File: config.mk
export PLATFORM = sky130hd
export DESIGN_NAME = down_timer_arbiter_flat
export DESIGN_NICKNAME = d
export VERILOG_FILES = /design/src/rtl/down_timer_arbiter_if.sv /design/src/rtl/down_timer_arbiter.sv /design/src/flat_wrapper.sv
export SDC_FILE = /design/constraint.sdc
export NUM_CORES = 1
export LEC_CHECK = 0
export CORE_ASPECT_RATIO = 0.6
export CORE_MARGIN = 8
export CORE_UTILIZATION = 45
export CTS_BUF_LIST = sky130_fd_sc_hd__clkbuf_4 sky130_fd_sc_hd__clkbuf_8
export DETAILED_ROUTE_END_ITERATION = 8
export DONT_BUFFER_PORTS = 1
export GPL_TIMING_DRIVEN = 1
export PLACE_DENSITY = 0.66
export SLEW_MARGIN = 20
export SYNTH_ARGS = -nofsm -noshare
export SYNTH_HDL_FRONTEND = slang
export SYNTH_SLANG_ARGS = --single-unit
File: constraint.sdc
create_clock -name clk -period 2 [get_ports clk]
set_input_delay 0.1 -clock clk [delete_from_list [all_inputs] [get_ports clk]]
set_output_delay 0.1 -clock clk [all_outputs]
set_load 0.01 [all_outputs]
File: src/rtl/down_timer_arbiter_if.sv
// Bundle between the per-channel sequencers and the shared delay timer.
// The sequencers are the master side; the timer arbiter is the slave side.
interface down_timer_arbiter_if #(
  parameter int unsigned NREQ  = 4,
  parameter int unsigned WIDTH = 4,
  parameter int unsigned IDW   = 2
) ();

  logic [NREQ-1:0]       req;
  logic [NREQ*WIDTH-1:0] load_val;
  logic [NREQ-1:0]       grant;
  logic [IDW-1:0]        grant_id;
  logic                  busy;
  logic [WIDTH-1:0]      count;
  logic [NREQ-1:0]       done;

  modport master (
    output req,
    output load_val,
    input  grant,
    input  grant_id,
    input  busy,
    input  count,
    input  done
  );

  modport slave (
    input  req,
    input  load_val,
    output grant,
    output grant_id,
    output busy,
    output count,
    output done
  );

endinterface

File: src/rtl/down_timer_arbiter.sv
// Shared down-counting delay timer with a round-robin arbiter in front of it.
// One requester owns the timer at a time; its load value is captured at grant,
// counted down to zero, and answered with a single-cycle done pulse.
module down_timer_arbiter #(
  parameter int unsigned NREQ  = 4,
  parameter int unsigned WIDTH = 4,
  parameter int unsigned IDW   = 2
) (
  input logic                 clk,
  input logic                 rst,
  down_timer_arbiter_if.slave bus
);

  typedef enum logic [1:0] {
    StIdle,
    StRun,
    StDone
  } state_e;

  state_e           r_state;
  state_e           w_state_d;
  logic [NREQ-1:0]  r_grant;
  logic [NREQ-1:0]  w_grant_d;
  logic [NREQ-1:0]  r_done;
  logic [NREQ-1:0]  w_done_d;
  logic [IDW-1:0]   r_grant_id;
  logic [IDW-1:0]   w_grant_id_d;
  logic [IDW-1:0]   r_last;
  logic [IDW-1:0]   w_last_d;
  logic [WIDTH-1:0] r_count;
  logic [WIDTH-1:0] w_count_d;

  logic             w_found;
  logic [IDW-1:0]   w_sel;

  // Round-robin pick: first asserted request scanning upward from last+1.
  always_comb begin
    w_found = 1'b0;
    w_sel   = '0;
    for (int unsigned k = 1; k <= NREQ; k++) begin
      if (!w_found && bus.req[(32'(r_last) + k) % NREQ]) begin
        w_found = 1'b1;
        w_sel   = IDW'((32'(r_last) + k) % NREQ);
      end
    end
  end

  // Next-state and registered-output values for the IDLE/RUN/DONE sequence.
  always_comb begin
    w_state_d    = r_state;
    w_grant_d    = r_grant;
    w_grant_id_d = r_grant_id;
    w_count_d    = r_count;
    w_last_d     = r_last;
    w_done_d     = '0;

    unique case (r_state)
      StIdle: begin
        if (w_found) begin
          w_grant_d        = '0;
          w_grant_d[w_sel] = 1'b1;
          w_grant_id_d     = w_sel;
          w_count_d        = bus.load_val[32'(w_sel) * WIDTH +: WIDTH];
          w_last_d         = w_sel;
          w_state_d        = StRun;
        end
      end

      StRun: begin
        // Abort takes priority over completion in the same cycle.
        if (!bus.req[r_grant_id]) begin
          w_grant_d = '0;
          w_count_d = '0;
          w_state_d = StIdle;
        end else if (r_count == '0) begin
          w_done_d[r_grant_id] = 1'b1;
          w_state_d            = StDone;
        end else begin
          w_count_d = r_count - WIDTH'(1);
        end
      end

      StDone: begin
        // No arbitration here: guarantees an idle cycle between grants.
        w_grant_d = '0;
        w_state_d = StIdle;
      end

      default: begin
        w_grant_d = '0;
        w_count_d = '0;
        w_state_d = StIdle;
      end
    endcase
  end

  // State and output registers; pointer resets to NREQ-1 so requester 0 wins first.
  always_ff @(posedge clk or posedge rst) begin
    if (rst) begin
      r_state    <= StIdle;
      r_grant    <= '0;
      r_grant_id <= '0;
      r_count    <= '0;
      r_done     <= '0;
      r_last     <= IDW'(NREQ - 1);
    end else begin
      r_state    <= w_state_d;
      r_grant    <= w_grant_d;
      r_grant_id <= w_grant_id_d;
      r_count    <= w_count_d;
      r_done     <= w_done_d;
      r_last     <= w_last_d;
    end
  end

  assign bus.grant    = r_grant;
  assign bus.grant_id = r_grant_id;
  assign bus.count    = r_count;
  assign bus.done     = r_done;
  assign bus.busy     = (r_state != StIdle);

  a_grant_onehot0 : assert property (@(posedge clk) disable iff (rst) $onehot0(r_grant));
  a_done_onehot0  : assert property (@(posedge clk) disable iff (rst) $onehot0(r_done));
  a_done_only_in_done : assert property (
    @(posedge clk) disable iff (rst) (r_done != '0) |-> (r_state == StDone));

endmodule

File: src/flat_wrapper.sv
// flat-port wrapper written by rule: the top's interface ports become plain ports
module down_timer_arbiter_flat 
#(
  parameter int unsigned NREQ  = 4,
  parameter int unsigned WIDTH = 4,
  parameter int unsigned IDW   = 2
)
  (clk, rst, bus_req, bus_load_val, bus_grant, bus_grant_id, bus_busy, bus_count, bus_done);
  down_timer_arbiter_if #(.NREQ(NREQ), .WIDTH(WIDTH), .IDW(IDW)) bus_i ();
  input logic clk;
  input logic rst;
  input wire logic [$bits(bus_i.req)-1:0] bus_req;
  input wire logic [$bits(bus_i.load_val)-1:0] bus_load_val;
  output wire logic [$bits(bus_i.grant)-1:0] bus_grant;
  output wire logic [$bits(bus_i.grant_id)-1:0] bus_grant_id;
  output wire logic [$bits(bus_i.busy)-1:0] bus_busy;
  output wire logic [$bits(bus_i.count)-1:0] bus_count;
  output wire logic [$bits(bus_i.done)-1:0] bus_done;
  assign bus_i.req = bus_req;
  assign bus_i.load_val = bus_load_val;
  assign bus_grant = bus_i.grant;
  assign bus_grant_id = bus_i.grant_id;
  assign bus_busy = bus_i.busy;
  assign bus_count = bus_i.count;
  assign bus_done = bus_i.done;
  down_timer_arbiter #(.NREQ(NREQ), .WIDTH(WIDTH), .IDW(IDW)) u_core (.clk(clk), .rst(rst), .bus(bus_i));
endmodule
* Word-level counts from Yosys, hierarchy flattened
Cells that the tools add are included.
** Operators by class
- Add/subtract/negate cells :: 5
- Multipliers :: 0
- Divide/modulo/power cells :: 0
- Magnitude comparators :: 8
- Equal/unequal tests :: 6
- Shifts and indexed selects :: 1
- Muxes and demuxes :: 36
- Bitwise operators :: 1
- Reduce and logical (&&, ||, !) cells :: 15
** Operator list (count)
- two-way mux 4 bit :: 8
- less-than comparator 2 x 3 -> 1 bit (second input constant) :: 6
- indexed part select 16 x 5 -> 4 bit :: 1
- two-way mux 2 bit :: 7
- case mux 4 bit (3 select lines) :: 1
- two-way mux 1 bit :: 11
- binary-select mux 1 bit (select 2 bit) :: 5
- case mux 4 bit (2 select lines) :: 1
- != test 3 bit (second input constant) :: 2
- AND reduction 2 bit :: 3
- logical AND 1 bit :: 5
- adder 2 x 1 -> 2 bit (second input constant) :: 2
- adder 2 bit (second input constant) :: 2
- demux 1 bit (select 2 bit) :: 2
- greater-or-equal comparator 2 x 1 -> 1 bit (second input constant) :: 2
- logical NOT 4 bit :: 1
- case mux 2 bit (2 select lines) :: 1
- subtractor 4 x 1 -> 4 bit (second input constant) :: 1
- logical NOT 1 bit :: 3
- AND reduction 3 bit :: 1
- equality test 2 x 1 -> 1 bit (second input constant) :: 1
- equality test 2 bit (second input constant) :: 1
- logical NOT 2 bit :: 1
- != test 2 x 1 -> 1 bit (second input constant) :: 1
- 3 further kinds :: 3
** Word-level totals
- Register bits :: 18
- Latch bits :: 0
- RAM bits :: 0
- ROM bits :: 0
- Output and inout port bits :: 15
- Word-level logic and storage cells :: 78
- Memories :: 0

* Longest topological paths before layout
- Word-level depth :: 19
- Mapped depth :: 7
- Gate-level depth less buffers :: 7

* Least setup slack after synthesis
No wires, ideal clock.
- Path type :: reg2reg
- From :: register u_core.r_count[0], in the netlist u_core.bus.count[0]
- To :: register u_core.r_count[0], in the netlist u_core.bus.count[0]
- Arrival :: 1.841 ns
- Required time :: 1.905 ns
- Path slack :: 0.063 ns
- Cell stages (with the launch flop) :: 8
- Period minus slack after synthesis :: 1.937 ns
- Cell sequence :: dfrtp_1 inv_1 ha_1 or3b_2 or3b_4 a21oi_2 a21oi_1 o31ai_1
** Between the ends
- Cells in the longest elaborated chain, start to end :: 4
- Elaborated cells between the ends (all ways) :: 7
- Classes of those cells :: add/sub (1); eq/ne (1); mux (3); reduce/logical (2)
** RTL lines
- start, declared :: line down_timer_arbiter.sv:30 : logic [WIDTH-1:0] r_count;
- start signal, assigned :: line down_timer_arbiter.sv:110 : r_count <= w_count_d;
- subtractor 4 x 1 -> 4 bit :: line down_timer_arbiter.sv:79 : w_count_d = r_count - WIDTH'(1);
- two-way mux 4 bit :: line down_timer_arbiter.sv:75 : end else if (r_count == '0) begin
- two-way mux 4 bit :: line down_timer_arbiter.sv:71 : if (!bus.req[r_grant_id]) begin
- case mux 4 bit (3 select lines) :: line down_timer_arbiter.sv:57 : unique case (r_state)
Parallel ways exist; a longest one is shown, timed or not. The select of a mux whose other input is x is not followed.
A chain may end at the register's enable or synchronous reset.

* Worst setup path in the final report
- From :: register u_core.r_count[0], in the netlist u_core.bus.count[0]
- To :: register u_core.r_count[1], in the netlist u_core.bus.count[1]
Same word-level chain as after synthesis.

==> impl_results.md <==
- Status: finished, final reports clean
- Die height: 53.8 um
- Pre-CTS setup slack: 57.7 ps
- Wl on met1: 1240 um
- Min Tclk post-route: 1830 ps
- N_diodes: 0
- Hold Fails Final Rpt: 0
- Drt total wl: 2640 um
- Synth warn: 0
- Post-Syn Area: 1070 um2
- Critical Path End Type: flop
- Routed WL per cell: 16.9 um
- Distinct cells, synth: 37
- Launching element type of the critical path: flop
- Total CTS buffers: 3
- Metal3 WL: 206 um
- Post-CTS Setup Repair Bufs: 0
- Start of the worst register-to-register path: u_core.bus.count[0]$_DFFE_PP0P_
- Flop2flop setup slack: 170 ps
- Share of cells above drive strength 1: 19.0%
- GP Congestion: between 0.7 and 0.8
- Num rows: 13
- CTS clk-pin slew, worst paths: about 70 ps
- Syn_nets: approximately 140
- Clock Skews: 2.92 ps
- Setup ws final: 171 ps
- Total number of vias: 937
- Initial antenna violation count: 0
- Setup CP Type: flop to flop
- Pre-antenna DRT Iters: 4
- RSZ-0062 raised after global routing: false
- Max clock buf depth: 2
- Global-route wire length before repair: 4520 um
- Worst min path class: primary input to flop
- R2r endpoint: u_core.bus.count[1]$_DFFE_PP0P_
- Critical path required time: 2160 ps
- Largest net degree at the start of global routing: 19
- Core Region: 2210 um2
- Clock sink count: 18
- Post-Synthesis Cells: 119
- H-tree depth: 1
- Number of DRC markers in iteration 0: 47
- Met2 WL: between 1000 and 1500 um
- Final setup TNS: 0 ps
- I/O pin count: 37
- Final Max Slew Viols: 0
- DRC Markers: 0
- Count of state elements after synthesis: 18
- Worst Max-Slew Pin Slew: between 600 and 700 ps
- Worst slew margin: 55.5%
- Power Dens Cells: approximately 1600 nW/um2
- TritonCTS clock tree: built
- Post-layout util: 54.8%
- Worst setup endpoint: u_core.bus.count[1]$_DFFE_PP0P_
- Starting Density: approximately half
- Nets: 150
- Max rail drop VDD: 754 uV
- Pwr Total: 1.94 mW
- Antenna Nets Post-Route: 0
- Final Cycle Share: 91.5%
- Critical path startpoint: u_core.bus.count[0]$_DFFE_PP0P_
- Maximum clock frequency: 0.547 GHz
- Area growth syn-to-layout: 13.0%
- IO Port Bufs: 0
- Top Metal Used: met4
- Total leakage power: 0.537 nW
- Gr ovfl total: 0
- Total GRT Usage: 13.2%
- Final setup violation count: 0
- Vias per cell: 6.01
- Detail Placement HPWL: 2170 um
- Critical path arrival: between 1500 and 2000 ps
- Worst r2r path cells: 7
- Vias in the first global route: 921
- Die area: 4250 um2
- Max-cap check violation count: 0
- Worst-skew pair later-pin latency: about 250 ps
- Die width: ~79 um
- FILL cells: 213
- Worst-path fanout max: 4
- Syn_area_per_cell: around 9 um2
- Root Buffer: clkbuf_8
- Sequential area share after synthesis: a little over two fifths
-- logic make-up after synthesis --
logic type,synth area share [%]
AO/OA/AOI/OAI,27.1
adder cells (fa/ha/maj),1.17
buffers and inverters,6.42
flip-flops,42.2
multiplexers,3.03
AND/OR/NAND/NOR,20.1
-- how the worst min path moves through the flow --
stage	slack [ps]	cells past startpoint	startpoint	end
5_1_grt	130	2	bus_load_val[10]	u_core.bus.count[2]$_DFFE_PP0P_
6_report	110	2	bus_load_val[10]	u_core.bus.count[2]$_DFFE_PP0P_
3_5_place_dp	120	1	rst	u_core.r_state[0]$_DFFE_PP0P_
3_3_place_gp	120	1	rst	u_core.r_state[0]$_DFFE_PP0P_
4_1_cts	110	2	bus_load_val[10]	u_core.bus.count[2]$_DFFE_PP0P_
2_1_floorplan	40	1	rst	u_core.bus.count[0]$_DFFE_PP0P_
-- flip-flops by register name (all words and copies together) (netlist names) --
register and count:
u_core.r_last 2, u_core.bus.count 4, u_core.bus.done 4, u_core.bus.grant 4
u_core.r_state 2, u_core.bus.grant_id 2
-- what timing repair did --
| item | CTS | global route |
|---|---|---|
| resized for setup | 0 | 2 |
| setup endpoints to repair | 0 | 2 |
| hold buffers | 1 | 0 |
| hold endpoints to repair | 16 | 0 |
-- cell type report --
class | instances | area (um2) | area share, %
clock buffer | 4 | 48.8 | 4.03
inverter | 11 | 41.3 | 3.41
multi-input combinational | 84 | 561 | 46.3
sequential | 18 | 453 | 37.4
tap | 30 | 37.5 | 3.10
timing repair buffer | 9 | 70.1 | 5.79
-- per-layer routing --
layer | vias up | global-route usage (%)
met5 | - | 0
met4 | 0 | 1.83
met3 | 2 | 5.32
met2 | 21 | 20.2
met1 | 459 | 17.7
li1 | 455 | -
-- synth_stat cells --
cell type | count | area share [%]
or2_2 | 2 | 1.2
and3_1 | 1 | 0.58
nor2_4 | 1 | 1.1
nor4b_1 | 1 | 0.82
o211ai_1 | 1 | 0.70
a21bo_2 | 1 | 0.93
a31oi_1 | 9 | 5.3
buf_2 | 4 | 1.9
o221a_2 | 1 | 1.1
ha_1 | 1 | 1.2
inv_1 | 11 | 3.9
mux2i_1 | 1 | 0.93
o31ai_1 | 5 | 3.5
dfrtp_1 | 16 | 37
nand3b_1 | 2 | 1.4
a21o_1 | 1 | 0.70
a21oi_1 | 7 | 3.3
nor2_1 | 11 | 3.9
dfstp_2 | 2 | 4.9
nand2b_1 | 4 | 2.3
nor3_1 | 1 | 0.47
a21oi_2 | 1 | 0.82
nand4b_1 | 1 | 0.82
o221ai_1 | 1 | 0.82
o21ai_0 | 3 | 1.4
nor4_1 | 2 | 1.2
or3b_4 | 1 | 1.1
clkbuf_1 | 2 | 0.70
or3b_2 | 1 | 0.82
and3_2 | 1 | 0.70
nor3b_1 | 1 | 0.70
mux4_2 | 1 | 2.1
nand2_1 | 9 | 3.2
o21ai_1 | 1 | 0.47
a32o_1 | 2 | 1.9
o21bai_1 | 1 | 0.70
a211oi_1 | 8 | 5.6
-- metrics by stage --
step | cells | instance area (um2) | hold WS, ps
2_1_floorplan | 119 | 1070 | 37.1
3_3_place_gp | 151 | 1140 | 119
3_5_place_dp | 151 | 1140 | 122
4_1_cts | 156 | 1200 | 108
5_1_grt | 156 | 1210 | 135
6_report | 156 | 1210 | 112
-- report_power, final --
part / internal, mW / switching, mW / total [mW]
sequential: 0.519 / 0.162 / 0.681
clock: 0.155 / 0.113 / 0.268
combinational: 0.429 / 0.561 / 0.989
-- critical path: stages, from the launching register on --
cell	delay, ps
dfrtp_1	380
inv_1	60
ha_1	170
or3b_4	390
or3b_4	430
a21oi_4	170
a21oi_1	90
o31ai_1	60
-- placed cells by master (no fill, tap or decap), types with 2 or more instances in the layout --
| cell | Yosys | layout |
|---|---|---|
| a211oi_1 | 8 | 8 |
| a21oi_1 | 7 | 7 |
| a31oi_1 | 9 | 9 |
| a32o_1 | 2 | 2 |
| buf_4 | 0 | 8 |
| clkbuf_8 | 0 | 3 |
| dfrtp_1 | 16 | 16 |
| dfstp_2 | 2 | 2 |
| inv_1 | 11 | 11 |
| nand2_1 | 9 | 9 |
| nand2b_1 | 4 | 4 |
| nand3b_1 | 2 | 2 |
| nor2_1 | 11 | 11 |
| nor4_1 | 2 | 2 |
| o21ai_0 | 3 | 3 |
| o31ai_1 | 5 | 5 |
| or2_2 | 2 | 2 |
| or3b_4 | 1 | 2 |
No activity file was read; power rests on OpenSTA's default activity.
